File: config.mk
export PLATFORM = sky130hd
export DESIGN_NAME = coeff_write_sequencer
export DESIGN_NICKNAME = d
export VERILOG_FILES = /design/src/rtl/eq_pkg.sv /design/src/rtl/frame_checksum_xor.sv /design/src/rtl/coeff_write_sequencer.sv
export SDC_FILE = /design/constraint.sdc
export NUM_CORES = 1
export LEC_CHECK = 0
export CORE_MARGIN = 2
export CORE_UTILIZATION = 48
export DETAILED_ROUTE_END_ITERATION = 8
export PLACE_DENSITY_LB_ADDON = 0.05
export SKIP_CTS_REPAIR_TIMING = 1
export SYNTH_ARGS = -nofsm -noshare
export SYNTH_HDL_FRONTEND = slang
export SYNTH_SLANG_ARGS = --single-unit
File: constraint.sdc
create_clock -name clk -period 1.67 [get_ports clk]
set_input_delay 0.334 -clock clk [delete_from_list [all_inputs] [get_ports clk]]
set_output_delay 0.334 -clock clk [all_outputs]
set_load 0.02 [all_outputs]
File: src/rtl/eq_pkg.sv
// Shared constants and FSM state type for the coefficient write path.
// Frame geometry: SYNC, N_BANDS*COEFF_BYTES data bytes, XOR checksum.
package eq_pkg;

    localparam int         N_BANDS     = 8;
    localparam int         COEFF_W     = 16;
    localparam logic [7:0] SYNC_BYTE   = 8'hA5;
    localparam int         BAND_W      = $clog2(N_BANDS);
    localparam int         COEFF_BYTES = COEFF_W / 8;

    typedef enum logic [1:0] {
        IDLE,
        RX_DATA,
        CHECK,
        WAIT_ACK
    } state_e;

endpackage

File: src/rtl/frame_checksum_xor.sv
// Running 8-bit XOR over frame data bytes with clear and compare.
// Ports: clk, rst, en_i (clock enable), clr_i, acc_i, data_i, match_o.
module frame_checksum_xor (
    input  logic       clk,
    input  logic       rst,
    input  logic       en_i,
    input  logic       clr_i,
    input  logic       acc_i,
    input  logic [7:0] data_i,
    output logic       match_o
);

    logic [7:0] sum_q;

    always_ff @(posedge clk) begin
        if (rst) begin
            sum_q <= 8'h00;
        end else if (en_i) begin
            if (clr_i) begin
                sum_q <= 8'h00;
            end else if (acc_i) begin
                sum_q <= sum_q ^ data_i;
            end
        end
    end

    // Compared against the byte on the bus, i.e. the checksum byte.
    assign match_o = (sum_q == data_i);

endmodule

File: src/rtl/coeff_write_sequencer.sv
// Parses SYNC/coeff/checksum byte frames, writes shadow coeff registers,
// then holds o_write_done until i_coeffs_en or timeout.
// Ports: clk, rst, clk_enable, i_rx_valid, i_rx_byte, i_coeffs_en,
//        o_band_addr, o_coeff_data, o_coeff_we, o_write_done, o_busy, o_frame_err.
module coeff_write_sequencer
    import eq_pkg::*;
#(
    parameter int ACK_TIMEOUT = 4096
) (
    input  logic               clk,
    input  logic               rst,
    input  logic               clk_enable,
    input  logic               i_rx_valid,
    input  logic [7:0]         i_rx_byte,
    input  logic               i_coeffs_en,
    output logic [BAND_W-1:0]  o_band_addr,
    output logic [COEFF_W-1:0] o_coeff_data,
    output logic               o_coeff_we,
    output logic               o_write_done,
    output logic               o_busy,
    output logic               o_frame_err
);

    localparam int BCNT_W = (COEFF_BYTES > 1) ? $clog2(COEFF_BYTES) : 1;
    localparam int TMO_W  = (ACK_TIMEOUT > 1) ? $clog2(ACK_TIMEOUT) : 1;

    state_e             state_q, state_d;
    logic [COEFF_W-1:0] shift_q, shift_d;
    logic [BCNT_W-1:0]  bcnt_q, bcnt_d;
    logic [BAND_W-1:0]  wcnt_q, wcnt_d;
    logic [BAND_W-1:0]  addr_q, addr_d;
    logic [COEFF_W-1:0] data_q, data_d;
    logic               we_q, we_d;
    logic               err_q, err_d;
    logic [TMO_W-1:0]   tmo_q, tmo_d;
    logic               ck_clr, ck_acc, ck_match;

    frame_checksum_xor u_cksum (
        .clk     (clk),
        .rst     (rst),
        .en_i    (clk_enable),
        .clr_i   (ck_clr),
        .acc_i   (ck_acc),
        .data_i  (i_rx_byte),
        .match_o (ck_match)
    );

    always_ff @(posedge clk) begin
        if (rst) begin
            state_q <= IDLE;
            shift_q <= '0;
            bcnt_q  <= '0;
            wcnt_q  <= '0;
            addr_q  <= '0;
            data_q  <= '0;
            we_q    <= 1'b0;
            err_q   <= 1'b0;
            tmo_q   <= '0;
        end else if (clk_enable) begin
            state_q <= state_d;
            shift_q <= shift_d;
            bcnt_q  <= bcnt_d;
            wcnt_q  <= wcnt_d;
            addr_q  <= addr_d;
            data_q  <= data_d;
            we_q    <= we_d;
            err_q   <= err_d;
            tmo_q   <= tmo_d;
        end
    end

    always_comb begin
        state_d = state_q;
        shift_d = shift_q;
        bcnt_d  = bcnt_q;
        wcnt_d  = wcnt_q;
        addr_d  = addr_q;
        data_d  = data_q;
        // Strobe self-clears after one enabled cycle.
        we_d    = 1'b0;
        err_d   = err_q;
        tmo_d   = tmo_q;
        ck_clr  = 1'b0;
        ck_acc  = 1'b0;

        unique case (state_q)
            IDLE: begin
                if (i_rx_valid && i_rx_byte == SYNC_BYTE) begin
                    state_d = RX_DATA;
                    bcnt_d  = '0;
                    wcnt_d  = '0;
                    err_d   = 1'b0;
                    ck_clr  = 1'b1;
                end
            end
            RX_DATA: begin
                if (i_rx_valid) begin
                    ck_acc  = 1'b1;
                    shift_d = (shift_q << 8) | COEFF_W'(i_rx_byte);
                    if (bcnt_q == BCNT_W'(COEFF_BYTES - 1)) begin
                        bcnt_d = '0;
                        we_d   = 1'b1;
                        data_d = shift_d;
                        addr_d = wcnt_q;
                        wcnt_d = wcnt_q + 1'b1;
                        if (wcnt_q == BAND_W'(N_BANDS - 1)) begin
                            state_d = CHECK;
                        end
                    end else begin
                        bcnt_d = bcnt_q + 1'b1;
                    end
                end
            end
            CHECK: begin
                if (i_rx_valid) begin
                    if (ck_match) begin
                        state_d = WAIT_ACK;
                        tmo_d   = '0;
                    end else begin
                        state_d = IDLE;
                        err_d   = 1'b1;
                    end
                end
            end
            WAIT_ACK: begin
                // Stray byte is dropped but flagged.
                if (i_rx_valid) begin
                    err_d = 1'b1;
                end
                if (i_coeffs_en) begin
                    state_d = IDLE;
                end else if (tmo_q == TMO_W'(ACK_TIMEOUT - 1)) begin
                    state_d = IDLE;
                    err_d   = 1'b1;
                end else begin
                    tmo_d = tmo_q + 1'b1;
                end
            end
            default: state_d = IDLE;
        endcase
    end

    assign o_band_addr  = addr_q;
    assign o_coeff_data = data_q;
    assign o_coeff_we   = we_q;
    assign o_write_done = (state_q == WAIT_ACK);
    assign o_busy       = (state_q != IDLE);
    assign o_frame_err  = err_q;

endmodule
Word level (Yosys, flattened, before mapping)
Cells that the tools add are included.
{"block": "totals", "inputBits": 13, "out_inout_bits": 23, "regBits": 55}
{"block": "op_classes", "bitwise_logic": 2, "reduce_logical": 15, "eq_ne": 17, "n_addsub": 3, "muxes": 37}
{"operator": "$mux 12", "n": 4}
{"operator": "$pmux 12 s2", "n": 1}
{"operator": "$ne 2x2->1 const B", "n": 9}
{"operator": "$mux 2", "n": 8}
{"operator": "$mux 8", "n": 2}
{"operator": "$or 16x8->16", "n": 1}
{"operator": "$mux 1", "n": 15}
{"operator": "$add 12x1->12 const B", "n": 1}
{"operator": "$eq 12x12->1 const B", "n": 1}
{"operator": "$reduce_and 5->1", "n": 2}
{"operator": "$mux 3", "n": 3}
{"operator": "$eq 8x8->1", "n": 1}
{"operator": "$eq 8x8->1 const B", "n": 1}
{"operator": "$pmux 2 s4", "n": 1}
{"operator": "$reduce_and 4->1", "n": 2}
{"operator": "$reduce_bool 2->1", "n": 4}
{"operator": "$xor 8x8->8", "n": 1}
{"operator": "$reduce_and 7->1", "n": 1}
{"operator": "$pmux 3 s2", "n": 1}
{"operator": "$reduce_and 6->1", "n": 1}
{"operator": "$eq 2x2->1 const B", "n": 2}
{"operator": "$add 3x1->3 const B", "n": 1}
{"operator": "$eq 3x3->1 const B", "n": 1}
{"operator": "$ne 3x2->1 const B", "n": 1}
{"operator": "9 further kinds", "n": 9}

Logic depth before layout (Yosys ltp)
{"block": "depth", "depth_word": 6, "mapped_depth": 8, "ltp_nobuf": 6}

Cells and area by module
From an unflattened synthesis, not the netlist that was laid out.
{"block": "hier_totals", "hier_cells": 323, "hier_area_um2": 2621.3}
{"mod": "coeff_write_sequencer", "area_each_um2": 2148.3, "instances": 1, "cells_each": 266}
{"mod": "frame_checksum_xor", "area_each_um2": 473.0, "instances": 1, "cells_each": 57}

Least setup slack after synthesis
OpenSTA, ideal clock, no wires.
{"block": "synth_path", "path_kind": "register to register", "start": "reg tmo_q[0]", "end": "reg tmo_q[10]", "stages_incl_launch_ff": 8, "setup_slack_ns": -0.153, "synth_period_minus_slack_ns": 1.823, "n_path_buf": 1, "setup_time_ns": 0.057, "arrival_ns": 1.766, "required_time_ns": 1.613, "path_cell_list": "dfxtp_1 ha_1 and3_1 a41o_1 or3_1 buf_6 o31ai_1 a21o_1"}
{"block": "synth_between", "elab_chain_len": 4, "elab_cells_between_ends": 7, "classes_between": "add/sub (1); eq/ne (2); mux (3); reduce/logical (1)"}
{"item": "start: declaration", "line_no": "coeff_write_sequencer.sv:35", "text": "logic [TMO_W-1:0] tmo_q, tmo_d;"}
{"item": "start signal: assignment", "line_no": "coeff_write_sequencer.sv:68", "text": "tmo_q <= tmo_d;"}
{"item": "$add 12x1->12", "line_no": "coeff_write_sequencer.sv:136", "text": "tmo_d = tmo_q + 1'b1;"}
{"item": "$mux 12", "line_no": "coeff_write_sequencer.sv:132", "text": "end else if (tmo_q == TMO_W'(ACK_TIMEOUT - 1)) begin"}
{"item": "$mux 12", "line_no": "coeff_write_sequencer.sv:130", "text": "if (i_coeffs_en) begin"}
{"item": "$pmux 12 s2", "line_no": "coeff_write_sequencer.sv:86", "text": "unique case (state_q)"}
Several ways; a longest one is shown, not always the timed one. The select of a mux whose other input is x is not followed.
A chain may end at the register's enable or synchronous reset.

Final worst setup path
{"block": "layout_path", "start": "reg tmo_q[1]", "end": "reg tmo_q[10]"}
Same word-level chain as after synthesis.

==> impl_results.rst <==
.. list-table::
   :header-rows: 1

   * - Metric
     - Value
   * - Share of synthesized area spent on multiplexers
     - 0.00910
   * - Final hold viol count
     - 0
   * - Depth of the CTS H-tree
     - 2
   * - Core box area
     - 5040 sq um
   * - Most frequent cell after synthesis
     - nand2_1
   * - Power density cells
     - 595 nW/um^2
   * - Number of buffers added by the clock tree synthesis step
     - 5
   * - Clock-pin transition on the worst setup and hold timing paths
     - 100 ps
   * - Number of storage elements in the synthesis netlist
     - 55
   * - Number of antenna violations at the first check in global routing
     - 0
   * - Effective utilization at floorplan
     - 0.491
   * - RSZ-0062 raised after global routing
     - yes
   * - Number of flops mapped to enable cells by yosys
     - 0
   * - Async set-or-reset flop fraction in the synthesized netlist
     - 0
   * - Syn Nets
     - 327
   * - Maximum number of buffers from clock root to sink
     - 2
   * - Crit path time final
     - 1860 ps
   * - Critical hold path startpoint
     - i_rx_byte[4]
   * - Vias in the first global route
     - 2181
   * - Height of the die
     - 75.8 um
   * - Register-to-register setup slack
     - -190 ps
   * - Number of warnings reported in the yosys synthesis log
     - 0
   * - Crit path DAT
     - 2120 ps
   * - Fraction of post-synthesis cell area in the top cell type by area
     - 0.445
   * - Cell type contributing the most total cell area after synthesis
     - dfxtp_1
   * - Buffers on Ports
     - 35
   * - Synthesized area divided by synthesized cell count
     - 7.95 sq um
   * - Horizontal die dimension
     - 75.8 um
   * - Total track usage
     - 0.224
   * - Synth Area in Compound Gates
     - 0.189
   * - Transition time at the pin with the least slew margin
     - 745 ps
   * - Slowest library cell on the worst path
     - or3_4
   * - Site Rows
     - 26
   * - Number of cells produced by synthesis
     - 311
   * - Violated checks
     - setup timing
   * - Maximum fanout count along the critical path
     - 7
   * - Commonest register cell after synthesis
     - dfxtp_1
   * - Maximum ir drop on the vdd rail
     - 439 uV
   * - Ratio of cells with drive above 1 in the final layout
     - 0.328
   * - Via count normalized by instance count
     - 5.27
   * - Most frequent cells after synthesis
     - nand2_1, dfxtp_1, a21oi_1
   * - Critical path startpoint
     - tmo_q[1]
   * - First-pass GRT wire length
     - 9.78 mm
   * - Result of the run
     - finished with violations
   * - Post-synthesis xor/xnor area fraction
     - 0.0283
   * - Clock tree skew after final layout
     - 7.78 ps
   * - Post-synthesis share of cell area spent on full adders, half adders and majority gates
     - 0.0152
   * - Mapped Area
     - 2470 sq um
   * - Boundary Pins
     - 36
   * - Area contributors post-synth
     - dfxtp_1, nand2_1, a21oi_1
   * - Total leakage power
     - 1.50 nW
   * - Routability congestion estimate
     - 0.865
   * - Overall die area
     - 5740 sq um
   * - Leftover overflow at the end of global routing
     - 0
   * - Biggest cell delay along the critical path
     - 440 ps
   * - Clock tree sinks
     - 55
   * - Reg2reg path depth
     - 7
   * - Worst hold-check path type
     - input port to flop
   * - Count of antenna diodes in the layout
     - 0
   * - Type of destination of the critical path
     - flop
   * - Root buf cell
     - clkbuf_8
   * - Count of max-cap constraint violations
     - 0
   * - Startpoint-to-endpoint class of the critical path
     - flop to flop
   * - Maximum number of pins on one net before global-route repair
     - 27
   * - Required time at the worst-slack endpoint
     - 1930 ps
   * - Source-to-sink clock delay at the later pin of the worst-skew pair
     - 310 ps
   * - Vias after detailed routing
     - 2510
   * - Destination of the worst hold path
     - o_coeff_data[4]
   * - WHS Path Cells
     - 3
   * - Final-report setup violation count
     - 16
   * - Timing-limited maximum frequency
     - 539 MHz
   * - Seq/Total Area, Yosys
     - 0.445
   * - Number of nets in the layout
     - 421
   * - Worst hold slack after final layout
     - 260 ps
   * - Fraction of the mapped netlist area in simple logic gates
     - 0.271
   * - Fin util
     - 0.740
   * - Worst slew margin
     - 0.502
   * - Cells along the critical path
     - ha_4 -> and3_4 -> a41o_1 -> buf_6 -> or3_4 -> o31ai_2 -> a21o_1
   * - Worst R2R Start
     - tmo_q[1]
   * - Average wire length per cell after detail routing
     - 13.8 um
   * - DR DRC count
     - 0
   * - Largest family of logic cells by synthesized area
     - simple AND/OR/NAND/NOR gates
   * - Final worst path period share
     - 1.11
   * - Area delta synth->final
     - 50.9%
   * - CTS tree
     - built
   * - Number of nets with antenna violations after routing
     - 0
   * - Final-report max-slew violation count
     - 0
   * - HPWL after detailed placement
     - 4.64 mm
   * - Detailed router's first-iteration violation count
     - 123
   * - Final wirelength
     - 6.56 mm
   * - Startpoint class of the critical path
     - flop
   * - Post-layout worst setup margin
     - -186 ps
   * - Number of search-and-repair iterations in the first detailed-routing pass
     - 4
   * - Library cells used by synthesis
     - 39
   * - Reg-to-Reg End
     - tmo_q[10]
-- per-layer routing --
layer | up-vias | wire [um] | GRT usage
met5 | - | 0 | 0
met4 | 0 | 95 | 0.0682
met3 | 8 | 269 | 0.0450
met2 | 57 | 3310 | 0.374
met1 | 1174 | 2880 | 0.293
li1 | 1271 | - | -
-- power by group --
part | total [mW] | switching, mW | internal (mW)
Clock | 0.761 | 0.460 | 0.301
Combinational | 0.150 | 0.0746 | 0.0757
Sequential | 1.31 | 0.000287 | 1.31
Total | 2.22 | 0.535 | 1.69
-- layout make-up --
cell class,instances,area (sq um)
multi-input combinational,233,1460
clock inverter,3,23.8
clock buffer,5,68.8
fill,397,1310
tap,70,87.6
inverter,6,22.5
timing repair buffer,104,960
sequential,55,1110
-- cells by family after synthesis --
group                    count (synthesis)
flip-flops                              55
adder cells (fa/ha/maj)                  3
multiplexers                             2
AND/OR/NAND/NOR                        142
XOR/XNOR                                 8
buffers and inverters                   23
AO/OA/AOI/OAI                           78
-- sequential cells by signal, indices dropped and copies added, names as in the netlist --
name	cells
o_coeff_data	16
tmo_q	12
shift_q	8
u_cksum.sum_q	8
o_band_addr	3
wcnt_q	3
state_q	2
bcnt_q	1
o_coeff_we	1
o_frame_err	1
-- worst max-delay path by stage --
| stage | endpoint | slack [ps] | cells after the start |
|---|---|---|---|
| final | tmo_q[10] | -190 | 7 |
| after global routing | tmo_q[10] | -260 | 7 |
| after CTS | tmo_q[0] | -590 | 6 |
| after detailed placement | tmo_q[0] | -870 | 6 |
| after global placement | tmo_q[0] | -820 | 5 |
| after floorplan | tmo_q[5] | -20 | 7 |
-- placed cells by master (no fill, tap or decap), types with 3 or more instances in the layout --
master and n:
inv_1 6, buf_6 5, clkdlybuf4s50_1 23, o21ai_2 8, buf_8 3, dfxtp_1 47, xnor2_1 7, nor2_2 5
o21ai_1 3, and4_1 3, nor2b_1 3, o22a_1 3, nand3_1 14, buf_4 60, dfxtp_2 8, or2_2 8
a21o_1 5, nor2_1 13, a21oi_1 41, clkbuf_8 5, dlymetal6s2s_1 11, nand2_1 70, and3_1 3, nand4_1 4
-- critical path, delay by kind of cell (launching register included) --
| kind | cells | cell delay [ps] |
|---|---|---|
| DFF | 1 | 350 |
| and+or+nand+nor | 2 | 610 |
| AOI/OAI and AO/OA | 3 | 550 |
| adders and majority gates | 1 | 150 |
| buffers and inverters | 1 | 140 |
-- metrics by stage --
step                instance area [sq um]  setup slack, ps  instances  TNS, ps  power (mW)
global route                         3730             -255        476    -2210        2.30
floorplan                            2500            -20.0        311    -53.7        1.38
detailed placement                   3340             -873        462   -27970        1.47
CTS                                  3440             -586        470   -11750        2.23
global placement                     3340             -824        462   -27630        1.47
finish                               3730             -186        476    -1160        2.22
Power figures use the tool's default switching activity.
